File: config.mk
export PLATFORM = sky130hd
export DESIGN_NAME = alu_unit
export DESIGN_NICKNAME = d
export VERILOG_FILES = /design/src/rtl/alu_unit_pkg.sv /design/src/rtl/alu_unit_mul.sv /design/src/rtl/alu_unit.sv
export SDC_FILE = /design/constraint.sdc
export NUM_CORES = 1
export LEC_CHECK = 0
export ABC_AREA = 1
export ABC_CLOCK_PERIOD_IN_PS = 4200
export BUFFER_PORTS_ARGS = -buffer_cell sky130_fd_sc_hd__buf_2
export CAP_MARGIN = 20
export CORE_ASPECT_RATIO = 1.4
export CORE_MARGIN = 3
export CORE_UTILIZATION = 40
export CTS_CLUSTER_SIZE = 30
export DETAILED_ROUTE_END_ITERATION = 10
export GPL_TIMING_DRIVEN = 0
export SKIP_CTS_REPAIR_TIMING = 1
export SYNTH_ARGS = -nofsm -noshare
export SYNTH_HDL_FRONTEND = slang
export SYNTH_SLANG_ARGS = --single-unit
File: constraint.sdc
create_clock -name clk -period 4.2 [get_ports clk]
set_input_delay 0.63 -clock clk [delete_from_list [all_inputs] [get_ports clk]]
set_output_delay 0.63 -clock clk [all_outputs]
set_load 0.02 [all_outputs]
File: src/rtl/alu_unit_pkg.sv
// Shared widths, opcode encodings and result helpers for the integer ALU.
// Multiply opcodes are decoded only when the top is built with RV32M_MUL_EN.
package alu_unit_pkg;

   localparam int DATA_W = 32;
   localparam int ADDR_W = 32;
   localparam int IMM_W  = 32;
   localparam int ROB_W  = 4;
   localparam int OP_W   = 6;

   localparam logic [OP_W-1:0] OP_ADD    = 6'd0;
   localparam logic [OP_W-1:0] OP_SUB    = 6'd1;
   localparam logic [OP_W-1:0] OP_AND    = 6'd2;
   localparam logic [OP_W-1:0] OP_OR     = 6'd3;
   localparam logic [OP_W-1:0] OP_XOR    = 6'd4;
   localparam logic [OP_W-1:0] OP_SLT    = 6'd5;
   localparam logic [OP_W-1:0] OP_SLTU   = 6'd6;
   localparam logic [OP_W-1:0] OP_SLL    = 6'd7;
   localparam logic [OP_W-1:0] OP_SRL    = 6'd8;
   localparam logic [OP_W-1:0] OP_SRA    = 6'd9;
   localparam logic [OP_W-1:0] OP_ADDI   = 6'd10;
   localparam logic [OP_W-1:0] OP_ANDI   = 6'd11;
   localparam logic [OP_W-1:0] OP_ORI    = 6'd12;
   localparam logic [OP_W-1:0] OP_XORI   = 6'd13;
   localparam logic [OP_W-1:0] OP_SLTI   = 6'd14;
   localparam logic [OP_W-1:0] OP_SLTIU  = 6'd15;
   localparam logic [OP_W-1:0] OP_SLLI   = 6'd16;
   localparam logic [OP_W-1:0] OP_SRLI   = 6'd17;
   localparam logic [OP_W-1:0] OP_SRAI   = 6'd18;
   localparam logic [OP_W-1:0] OP_LUI    = 6'd19;
   localparam logic [OP_W-1:0] OP_AUIPC  = 6'd20;
   localparam logic [OP_W-1:0] OP_JAL    = 6'd21;
   localparam logic [OP_W-1:0] OP_JALR   = 6'd22;
   localparam logic [OP_W-1:0] OP_BEQ    = 6'd23;
   localparam logic [OP_W-1:0] OP_BNE    = 6'd24;
   localparam logic [OP_W-1:0] OP_BLT    = 6'd25;
   localparam logic [OP_W-1:0] OP_BGE    = 6'd26;
   localparam logic [OP_W-1:0] OP_BLTU   = 6'd27;
   localparam logic [OP_W-1:0] OP_BGEU   = 6'd28;
   localparam logic [OP_W-1:0] OP_MUL    = 6'd29;
   localparam logic [OP_W-1:0] OP_MULH   = 6'd30;
   localparam logic [OP_W-1:0] OP_MULHSU = 6'd31;
   localparam logic [OP_W-1:0] OP_MULHU  = 6'd32;

   typedef enum logic [1:0] {MUL_IDLE, MUL_M1, MUL_M2, MUL_DONE} mul_state_e;

   typedef struct packed {
      logic [DATA_W-1:0] val;
      logic              jump;
      logic [ADDR_W-1:0] target;
   } alu_res_t;

   function automatic logic is_imm_op(input logic [OP_W-1:0] op);
      return op inside {[OP_ADDI:OP_SRAI]};
   endfunction

   function automatic logic is_mul_op(input logic [OP_W-1:0] op);
      return op inside {[OP_MUL:OP_MULHU]};
   endfunction

   // Conditional branches write no register value and redirect only when taken.
   function automatic alu_res_t branch_res(input logic taken,
                                           input logic [ADDR_W-1:0] tgt_taken,
                                           input logic [ADDR_W-1:0] tgt_fall);
      alu_res_t r;
      r.val    = '0;
      r.jump   = taken;
      r.target = taken ? tgt_taken : tgt_fall;
      return r;
   endfunction

endpackage

File: src/rtl/alu_unit_mul.sv
// Two-stage 33x33 signed multiplier: operands registered in p1, product in p2.
// Only instantiated by alu_unit when RV32M_MUL_EN is defined.
module alu_mul
   import alu_unit_pkg::*;
(
   input  logic              clk,
   input  logic              reset,
   input  logic              ready,
   input  logic              clear,
   input  logic              start,
   input  logic [DATA_W-1:0] a,
   input  logic [DATA_W-1:0] b,
   input  logic              a_signed,
   input  logic              b_signed,
   output logic [DATA_W-1:0] prod_hi,
   output logic [DATA_W-1:0] prod_lo,
   output logic              done
);

   logic vld_p1, vld_p2;
   logic signed [2*DATA_W-1:0] a_p1, b_p1, prod_p2;

   always_ff @(posedge clk) begin
      if (reset) begin
         vld_p1 <= 1'b0;
         vld_p2 <= 1'b0;
      end else if (ready) begin
         vld_p1 <= start & ~clear;
         vld_p2 <= vld_p1 & ~clear;
      end
   end

   // p1: sign- or zero-extend operands so one signed multiply covers all four ops
   always_ff @(posedge clk) begin
      if (ready && start) begin
         a_p1 <= {{DATA_W{a_signed & a[DATA_W-1]}}, a};
         b_p1 <= {{DATA_W{b_signed & b[DATA_W-1]}}, b};
      end
   end

   // p2: product
   always_ff @(posedge clk) begin
      if (ready && vld_p1) begin
         prod_p2 <= a_p1 * b_p1;
      end
   end

   assign prod_hi = prod_p2[2*DATA_W-1:DATA_W];
   assign prod_lo = prod_p2[DATA_W-1:0];
   assign done    = vld_p2;

endmodule

File: src/rtl/alu_unit.sv
// Single-cycle integer ALU with branch resolution for the out-of-order core.
// Define RV32M_MUL_EN to add the 3-cycle multiply path (alu_mul) and alu_busy.
module alu_unit
   import alu_unit_pkg::*;
(
   input  logic              clk,
   input  logic              reset,
   input  logic              ready,
   input  logic              clear,
   input  logic              in_flag,
   input  logic [OP_W-1:0]   in_op,
   input  logic [IMM_W-1:0]  in_imm,
   input  logic [ADDR_W-1:0] in_pc,
   input  logic [ROB_W-1:0]  in_robpos,
   input  logic [DATA_W-1:0] in_vj,
   input  logic [DATA_W-1:0] in_vk,
   output logic              out_flag,
   output logic [DATA_W-1:0] out_val,
   output logic [ROB_W-1:0]  out_robpos,
   output logic              out_jump,
   output logic [ADDR_W-1:0] out_target,
   output logic              alu_busy
);

   logic [ADDR_W-1:0]        pc_4, pc_imm;
   logic [DATA_W-1:0]        opb;
   logic [4:0]               shamt;
   logic signed [DATA_W-1:0] vj_s, opb_s, vk_s;
   alu_res_t                 res_c, wr_res_c;
   logic                     wr_flag_c;
   logic [ROB_W-1:0]         wr_rob_c;

   assign pc_4   = in_pc + 32'd4;
   assign pc_imm = in_pc + in_imm;
   assign opb    = is_imm_op(in_op) ? in_imm : in_vk;
   assign shamt  = opb[4:0];
   assign vj_s   = in_vj;
   assign opb_s  = opb;
   assign vk_s   = in_vk;

   always_comb begin
      res_c.val    = in_vj + opb;
      res_c.jump   = 1'b0;
      res_c.target = pc_4;
      case (in_op)
         OP_SUB:            res_c.val = in_vj - opb;
         OP_AND,  OP_ANDI:  res_c.val = in_vj & opb;
         OP_OR,   OP_ORI:   res_c.val = in_vj | opb;
         OP_XOR,  OP_XORI:  res_c.val = in_vj ^ opb;
         OP_SLT,  OP_SLTI:  res_c.val = {{(DATA_W-1){1'b0}}, vj_s < opb_s};
         OP_SLTU, OP_SLTIU: res_c.val = {{(DATA_W-1){1'b0}}, in_vj < opb};
         OP_SLL,  OP_SLLI:  res_c.val = in_vj << shamt;
         OP_SRL,  OP_SRLI:  res_c.val = in_vj >> shamt;
         OP_SRA,  OP_SRAI:  res_c.val = vj_s >>> shamt;
         OP_LUI:            res_c.val = in_imm;
         OP_AUIPC:          res_c.val = pc_imm;
         OP_JAL: begin
            res_c.val    = pc_4;
            res_c.jump   = 1'b1;
            res_c.target = pc_imm;
         end
         OP_JALR: begin
            res_c.val    = pc_4;
            res_c.jump   = 1'b1;
            res_c.target = (in_vj + in_imm) & ~32'd1;
         end
         OP_BEQ:  res_c = branch_res(in_vj == in_vk, pc_imm, pc_4);
         OP_BNE:  res_c = branch_res(in_vj != in_vk, pc_imm, pc_4);
         OP_BLT:  res_c = branch_res(vj_s <  vk_s,   pc_imm, pc_4);
         OP_BGE:  res_c = branch_res(vj_s >= vk_s,   pc_imm, pc_4);
         OP_BLTU: res_c = branch_res(in_vj <  in_vk, pc_imm, pc_4);
         OP_BGEU: res_c = branch_res(in_vj >= in_vk, pc_imm, pc_4);
         default: ;
      endcase
   end

`ifdef RV32M_MUL_EN
   mul_state_e        state, state_nxt;
   logic              take_c, mul_start_c, mul_fin_c, mul_done;
   logic [DATA_W-1:0] prod_hi, prod_lo;
   logic              mul_hi_p1;
   logic [ROB_W-1:0]  mul_rob_p1;
   logic [ADDR_W-1:0] mul_tgt_p1;

   alu_mul u_mul (
      .clk      (clk),
      .reset    (reset),
      .ready    (ready),
      .clear    (clear),
      .start    (mul_start_c),
      .a        (in_vj),
      .b        (in_vk),
      .a_signed ((in_op == OP_MULH) || (in_op == OP_MULHSU)),
      .b_signed (in_op == OP_MULH),
      .prod_hi  (prod_hi),
      .prod_lo  (prod_lo),
      .done     (mul_done)
   );

   always_ff @(posedge clk) begin
      if (reset) state <= MUL_IDLE;
      else if (ready) state <= state_nxt;
   end

   // The finishing multiply owns the result bus; new issue is taken only in IDLE/DONE.
   always_comb begin
      state_nxt   = state;
      take_c      = 1'b0;
      mul_start_c = 1'b0;
      mul_fin_c   = 1'b0;
      if (clear) begin
         state_nxt = MUL_IDLE;
      end else begin
         case (state)
            MUL_IDLE, MUL_DONE: begin
               take_c      = in_flag;
               mul_start_c = in_flag & is_mul_op(in_op);
               state_nxt   = mul_start_c ? MUL_M1 : MUL_IDLE;
            end
            MUL_M1: state_nxt = MUL_M2;
            MUL_M2: begin
               mul_fin_c = mul_done;
               if (mul_done) state_nxt = MUL_DONE;
            end
            default: state_nxt = MUL_IDLE;
         endcase
      end
      wr_flag_c       = mul_fin_c | (take_c & ~mul_start_c);
      wr_res_c        = res_c;
      wr_rob_c        = in_robpos;
      if (mul_fin_c) begin
         wr_res_c.val    = mul_hi_p1 ? prod_hi : prod_lo;
         wr_res_c.jump   = 1'b0;
         wr_res_c.target = mul_tgt_p1;
         wr_rob_c        = mul_rob_p1;
      end
   end

   always_ff @(posedge clk) begin
      if (ready && mul_start_c) begin
         mul_hi_p1  <= (in_op != OP_MUL);
         mul_rob_p1 <= in_robpos;
         mul_tgt_p1 <= pc_4;
      end
   end

   assign alu_busy = (state == MUL_M1) || (state == MUL_M2);
`else
   assign wr_flag_c = in_flag & ~clear;
   assign wr_res_c  = res_c;
   assign wr_rob_c  = in_robpos;
   assign alu_busy  = 1'b0;
`endif

   // p1: registered result broadcast
   always_ff @(posedge clk) begin
      if (reset) begin
         out_flag   <= 1'b0;
         out_val    <= '0;
         out_robpos <= '0;
         out_jump   <= 1'b0;
         out_target <= '0;
      end else if (ready) begin
         out_flag <= wr_flag_c;
         if (wr_flag_c) begin
            out_val    <= wr_res_c.val;
            out_robpos <= wr_rob_c;
            out_jump   <= wr_res_c.jump;
            out_target <= wr_res_c.target;
         end
      end
   end

endmodule
==> results of run 1 <==
==> per-layer routing <==
metal	GRT usage (%)	overflow
met2	85.1	64
met5	0.370	0
met3	25.9	0
met4	64.9	52
met1	58.3	0
==> cells in the mapped netlist (15+ instances only) <==
cell        n  area (um^2)
inv_2      18         67.6
ha_1      184         2300
o211ai_1   26          195
o21ai_0   228         1140
nor3_1     51          255
inv_1     466         1750
o21bai_1   19          143
a221oi_1   16          140
a21oi_1   307         1540
nand3_1   523         2620
xor2_1     44          385
nand2_1   980         3680
nand2_2    15         93.8
o21ai_1    35          175
dfxtp_1    70         1400
o22ai_1    26          163
a31oi_1    17          106
nor2_1    391         1470
or2_2      15         93.8
nand4_1    76          475
buf_2      41          205
clkbuf_1   78          293
==> cells by family after synthesis <==
| group | count (synthesis) | share of synthesized area [%] |
|---|---|---|
| AOI/OAI and AO/OA | 748 | 21.0 |
| xor gates and xnor gates | 53 | 2.37 |
| adders and majority gates | 187 | 11.9 |
| buffers and inverters | 626 | 12.3 |
| DFF | 70 | 7.03 |
| muxes | 1 | 0.0502 |
| other | 1 | 0.0188 |
| and+or+nand+nor | 2094 | 45.3 |
==> per-stage QoR <==
step                      cells  setup TNS (ns)
after floorplan            3780               0
after global placement     4628          -37.35
after detailed placement   4631          -37.83
after CTS                  4646          -19.86
==> flow_results.org, run 1 <==
** Status
- Status :: aborted with a tool error
- The run ended at global routing (5_1_grt).
- Tool Error :: [ERROR GRT-0116] Global routing finished with congestion. Check the congestion regions in the DRC Viewer.

** Die
- Die Ht :: 270 um
- For this configuration, the core starts out at a cell density of 40.6%.
- Horiz. Die Dim :: 195 um
- Row count :: 96
- Boundary Pins :: 214

** Global routing
- The first global-routing pass estimated 225000 um of wire.
- GR Util All Layers :: 58.4%
- Maximum number of pins on one net before global-route repair :: 12
- Vias in the first global route :: 30400
- Remaining global-route overflow :: 116

** Synthesis
- The most used flip-flop cell after synthesis is dfxtp_1.
- In this run the mean area of a mapped cell was 5.27 um^2.
- In this run the cell area of the synthesized design comes to 19900 um^2.
- Counting flops and latches in the post-synthesis netlist gives 70.
- Number of flops mapped to enable cells by yosys :: 0
- Counting every net in the synthesized netlist gives 4110.
- After synthesis, flip-flops and latches occupy 7.03% of the total area.
- Cell count after synthesis :: 3780
- Yosys printed 0 warnings.
- In the synthesized netlist the async set-or-reset flop fraction comes to 0%.
- The netlist uses 61 different library cells.

** Place
- In this run the tool buffered the top-level ports with 211 buffer cells.
- In this run the cell area measured after placement is 21800 um^2.
- Once detailed placement completed, the half-perimeter wirelength came to 121000 um.
- Prior to clock tree synthesis, the placed netlist has a worst setup slack of -1.23 ns.
- Routability-driven placement finished with a final weighted congestion of 1.18.

** Clocking
- Total number of H-tree levels :: 3
- In this run, CTS created clock tree buffers numbering 9.
- Clock root buffer :: clkbuf_16
- Counting every sink on the clock net gives 70.
- Maximum clock insertion buffer count :: 2
==> run 2, diff against run 1 <==
--- a/config.mk
+++ b/config.mk
@@ -9,12 +9,11 @@
 export ABC_CLOCK_PERIOD_IN_PS = 4200
 export BUFFER_PORTS_ARGS = -buffer_cell sky130_fd_sc_hd__buf_2
 export CAP_MARGIN = 20
-export CORE_ASPECT_RATIO = 1.4
 export CORE_MARGIN = 3
-export CORE_UTILIZATION = 40
-export CTS_CLUSTER_SIZE = 30
+export CORE_UTILIZATION = 25
 export DETAILED_ROUTE_END_ITERATION = 10
 export GPL_TIMING_DRIVEN = 0
+export PLACE_DENSITY_LB_ADDON = 0.15
 export SKIP_CTS_REPAIR_TIMING = 1
 export SYNTH_ARGS = -nofsm -noshare
 export SYNTH_HDL_FRONTEND = slang
==> run 2 against run 1 <==
Compared with the run above: the flow now finishes, with violations (negative setup slack); synthesized cell count is the same; synthesized area unchanged.
==> flow_results.org, run 2 <==
** Status
- The flow ran to the end, but the final reports show violations.
- Violations in the final reports :: negative setup slack

** Die
- Row count :: 102 (+6.3%)
- The x dimension of the die is 288 um (+48%).
- The boundary pin count was 214 (unchanged).
- The core region is 78200 um^2.
- The initial standard-cell utilization of the core came to 25.5% (-15 points).
- The die extent in y was 288 um (+6.8%).
- The die covers 83100 um^2.

** Drt
- Initial DRC Count :: 4006
- First-pass DRT Iterations :: 8
- For this block, the routed nets add up to 142000 um of wire.
- In the final routed layout, each cell accounts on average for 28.3 um.
- Number of vias per cell :: 5.64
- In the routed design, unresolved DRC markers number 0.
- DR vias :: 28400
- Final ANT Viol Nets :: 0

** Final layout
- Multi-input gate area in the final layout :: 16500 um^2
- Cells fill 29.6% of the core in the end.
- Across the whole layout, storage elements account for 1400 um^2.
- The final layout contains 4319 nets.
- Registers with the highest flip-flop counts :: out_target (32), out_val (32), out_robpos (4)
- The top cell types in the final layout, fill and taps aside, are nand2_1, nand3_1, inv_1, nor2_1, a21oi_1.
- Most common cell after layout, fill and taps aside :: nand2_1
- The count of cells in the finished layout, fillers not included, comes to 5037.
- Number of fill cells :: 9395
- From synthesis to final layout, the design area changed by 16.2%.
- Fraction of final layout cells sized beyond drive strength 1 :: 11.0%

** Place
- The total of buffers placed on input and output ports came to 211 (unchanged).
- The weighted congestion at the end of routability-driven global placement came to 1.09 (-7.6%).
- Post-detail-place hpwl :: 123000 um (+1.4%)
- The number of placed cells counting well taps is 5033 (+8.7%).

** STA
- Setup violations remaining at the end of the flow were counted as 4.
- The final hold violation count was 0.
- RSZ-0062 raised after global routing :: true
- The number of pins with negative max-slew slack in the final report came to 0.
- The tightest hold path in the finished design has a slack of 0.462 ns.
- The routed design could run at a clock period as short as 4.30 ns.
- Setup_tns :: -0.230 ns
- Max-slew headroom :: 17.4%
- Transition time at the pin with the least slew margin :: 1.24 ns
- On the final layout, the worst clock skew is 0 ns.
- After layout, the worst path uses 102% of the clock period.
- Post-route setup slack :: -0.101 ns
- For this run, the top clock speed supported by timing is 232 MHz.

** Clocking
- CTS tree :: built
- Number of clock buffers inserted by TritonCTS :: 9 (unchanged)
- Maximum clock insertion buffer count :: 2 (unchanged)
- Clock slew at reported path FFs :: 0.07 ns
- Total number of H-tree levels :: 3 (unchanged)
- Clock root buffer :: clkbuf_16
- Source-to-sink clock delay at the later pin of the worst-skew pair :: 0.37 ns
- Number of clock sinks seen by CTS :: 70 (unchanged)

** Global routing
- Summed over all layers, the global routing overflow is 0.
- Number of antenna violations at the first check in global routing :: 3
- Global-route wire length before repair :: 197000 um
- Vias in the first global route :: 26500
- GR Util All Layers :: 33.1%
- Entering global routing, the biggest net connects 15 pins.

** Synthesis
- The area of the mapped netlist came to 19900 um^2 (unchanged).
- Number of distinct standard cells referenced by the synthesized netlist :: 61 (unchanged)
- Cell taking the most area after synthesis :: nand2_1
- Leading register cell type out of synthesis :: dfxtp_1
- Ranking of synthesized cells by area :: nand2_1, nand3_1, ha_1
- The total nets after synthesis was 4110 (unchanged).
- The fraction of registers with async set or reset after synthesis is 0% (unchanged).
- The number of enable-type register cells in the synthesized netlist was 0 (unchanged).
- The fraction of synthesized cell area taken by the top area cell type is 18.5% (unchanged).
- The sequential-to-total area share from yosys stat is 7.03% (unchanged).
- Cell count after synthesis :: 3780 (unchanged)
- Synthesized area per cell :: 5.27 um^2 (unchanged)
- Most used standard cells in the synthesized netlist :: nand2_1, nand3_1, inv_1, nor2_1, a21oi_1
- Synth Register Bits :: 70 (unchanged)
- In the post-synthesis netlist, the cell with the most instances is nand2_1.
- The count of yosys warnings during synthesis is 0 (unchanged).

** Setup path
- Launch point of the worst path :: in_vj[0]
- Cell seen most often among critical-path stages :: nand2_1
- Type of origin of the critical path :: primary input
- The critical path ends at out_target[5]$_SDFFE_PP0P_.
- Data arrival time of the critical path :: 4.54 ns
- STA classifies the critical path endpoint as a flop.
- The worst register-to-register path ends at out_target[1]$_SDFFE_PP0P_.
- The worst register-to-register path has a setup slack of 3.38 ns.
- The critical path runs through a total of 15 cells.
- Critical-path top delay cell :: nor3_2
- For the worst flop-to-flop path, the logic depth is 4.
- The number of buffers and inverters on the critical path is 4.
- The signal on the critical path passes through buf_2 > inv_1 > ha_1 > nand4_1 > nor3_2 > nand2_1 > nand2_1 > inv_1 > nor3_2 > nand4_4 > buf_4 > nand2_1 > nand3_1 > nand2_1 > a21oi_1.
- Along the worst path, the maximum fanout reaches 10.
- Reg-to-reg startpoint :: out_target[1]$_SDFFE_PP0P_
- Setup CP Type :: in2reg
- Worst EP required :: 4.44 ns
- Among cell families on the critical path, the largest total delay comes from simple AND/OR/NAND/NOR gates.
- Largest stage delay on the critical path :: 0.59 ns

** Min path
- Worst hold path class :: reg2reg
- Number of cells on the worst hold path :: 2

** Power and ir drop
- Leakage :: 11.6 nW
- Power density relative to cell area :: 235 nW/um^2
- Worst supply voltage drop on vdd :: 195 uV

** Flow run
- Max-capacitance violation count :: 0
-- run 2: cell counts after synthesis --
No cell type changed its count.
-- run 2: worst min-delay path by stage --
stage / end / from / slack, ns
after global routing: out_val[4]$_SDFFE_PP0P_ / out_val[4]$_SDFFE_PP0P_ / 0.48
final: out_flag$_SDFFE_PP0P_ / out_flag$_SDFFE_PP0P_ / 0.46
after floorplan: out_flag$_SDFFE_PP0P_ / out_flag$_SDFFE_PP0P_ / 0.54
after CTS: out_val[4]$_SDFFE_PP0P_ / out_val[4]$_SDFFE_PP0P_ / 0.46
after detailed placement: out_val[4]$_SDFFE_PP0P_ / out_val[4]$_SDFFE_PP0P_ / 0.46
after global placement: out_val[3]$_SDFFE_PP0P_ / out_val[3]$_SDFFE_PP0P_ / 0.45
-- run 2: metrics by stage --
| step | total power, W | setup slack (ns) | instance area (um^2) |
|---|---|---|---|
| floorplan | 0.00283 | 0.344 | 19900 |
| global placement | 0.00428 | -1.44 | 22300 |
| detailed placement | 0.00427 | -1.41 | 22300 |
| CTS | 0.00517 | -1.01 | 22600 |
| global route | 0.00573 | -0.0905 | 23100 |
| finish | 0.00544 | -0.101 | 23200 |
-- run 2: report_power, final --
part           internal (W)  switching (W)
clock              0.000528       0.000352
sequential         0.000695      0.0000151
combinational       0.00103        0.00282
-- run 2: cell type report --
| cell class | count | area share, % |
|---|---|---|
| clock buffer | 9 | 0.973 |
| inverter | 488 | 7.94 |
| antenna | 3 | 0.0324 |
| sequential | 70 | 6.05 |
| timing repair buffer | 220 | 4.94 |
| clock inverter | 7 | 0.443 |
| buffer | 116 | 2.51 |
| tap | 1040 | 5.62 |
| multi-input combinational | 3084 | 71.5 |
-- run 2: worst register-to-register path: stages, from the launching register on --
cell and delay (ns):
dfxtp_1 0.33, inv_1 0.06, nor2_1 0.04, a31oi_1 0.16
a21oi_1 0.09
-- run 2: per-layer routing --
| layer | track usage [%] | part of all wire (%) |
|---|---|---|
| met5 | 0 | 0.0091 |
| met4 | 18.1 | 6.8 |
| met3 | 4.46 | 9.3 |
| met2 | 50.8 | 42 |
| met1 | 44.8 | 42 |
-- run 2: cells by family (layout without fill, tap and decap cells) --
group | Yosys count | count (layout) | share of synthesized area (%)
flops | 70 | 70 | 7.03
buf+inv | 626 | 840 | 12.3
compound gates | 748 | 748 | 21.0
fa+ha+maj | 187 | 187 | 11.9
xor+xnor | 53 | 53 | 2.37
simple gates | 2094 | 2094 | 45.3
other cells | 1 | 4 | 0.0188
mux | 1 | 1 | 0.0502
(Power assumes the default switching activity.)
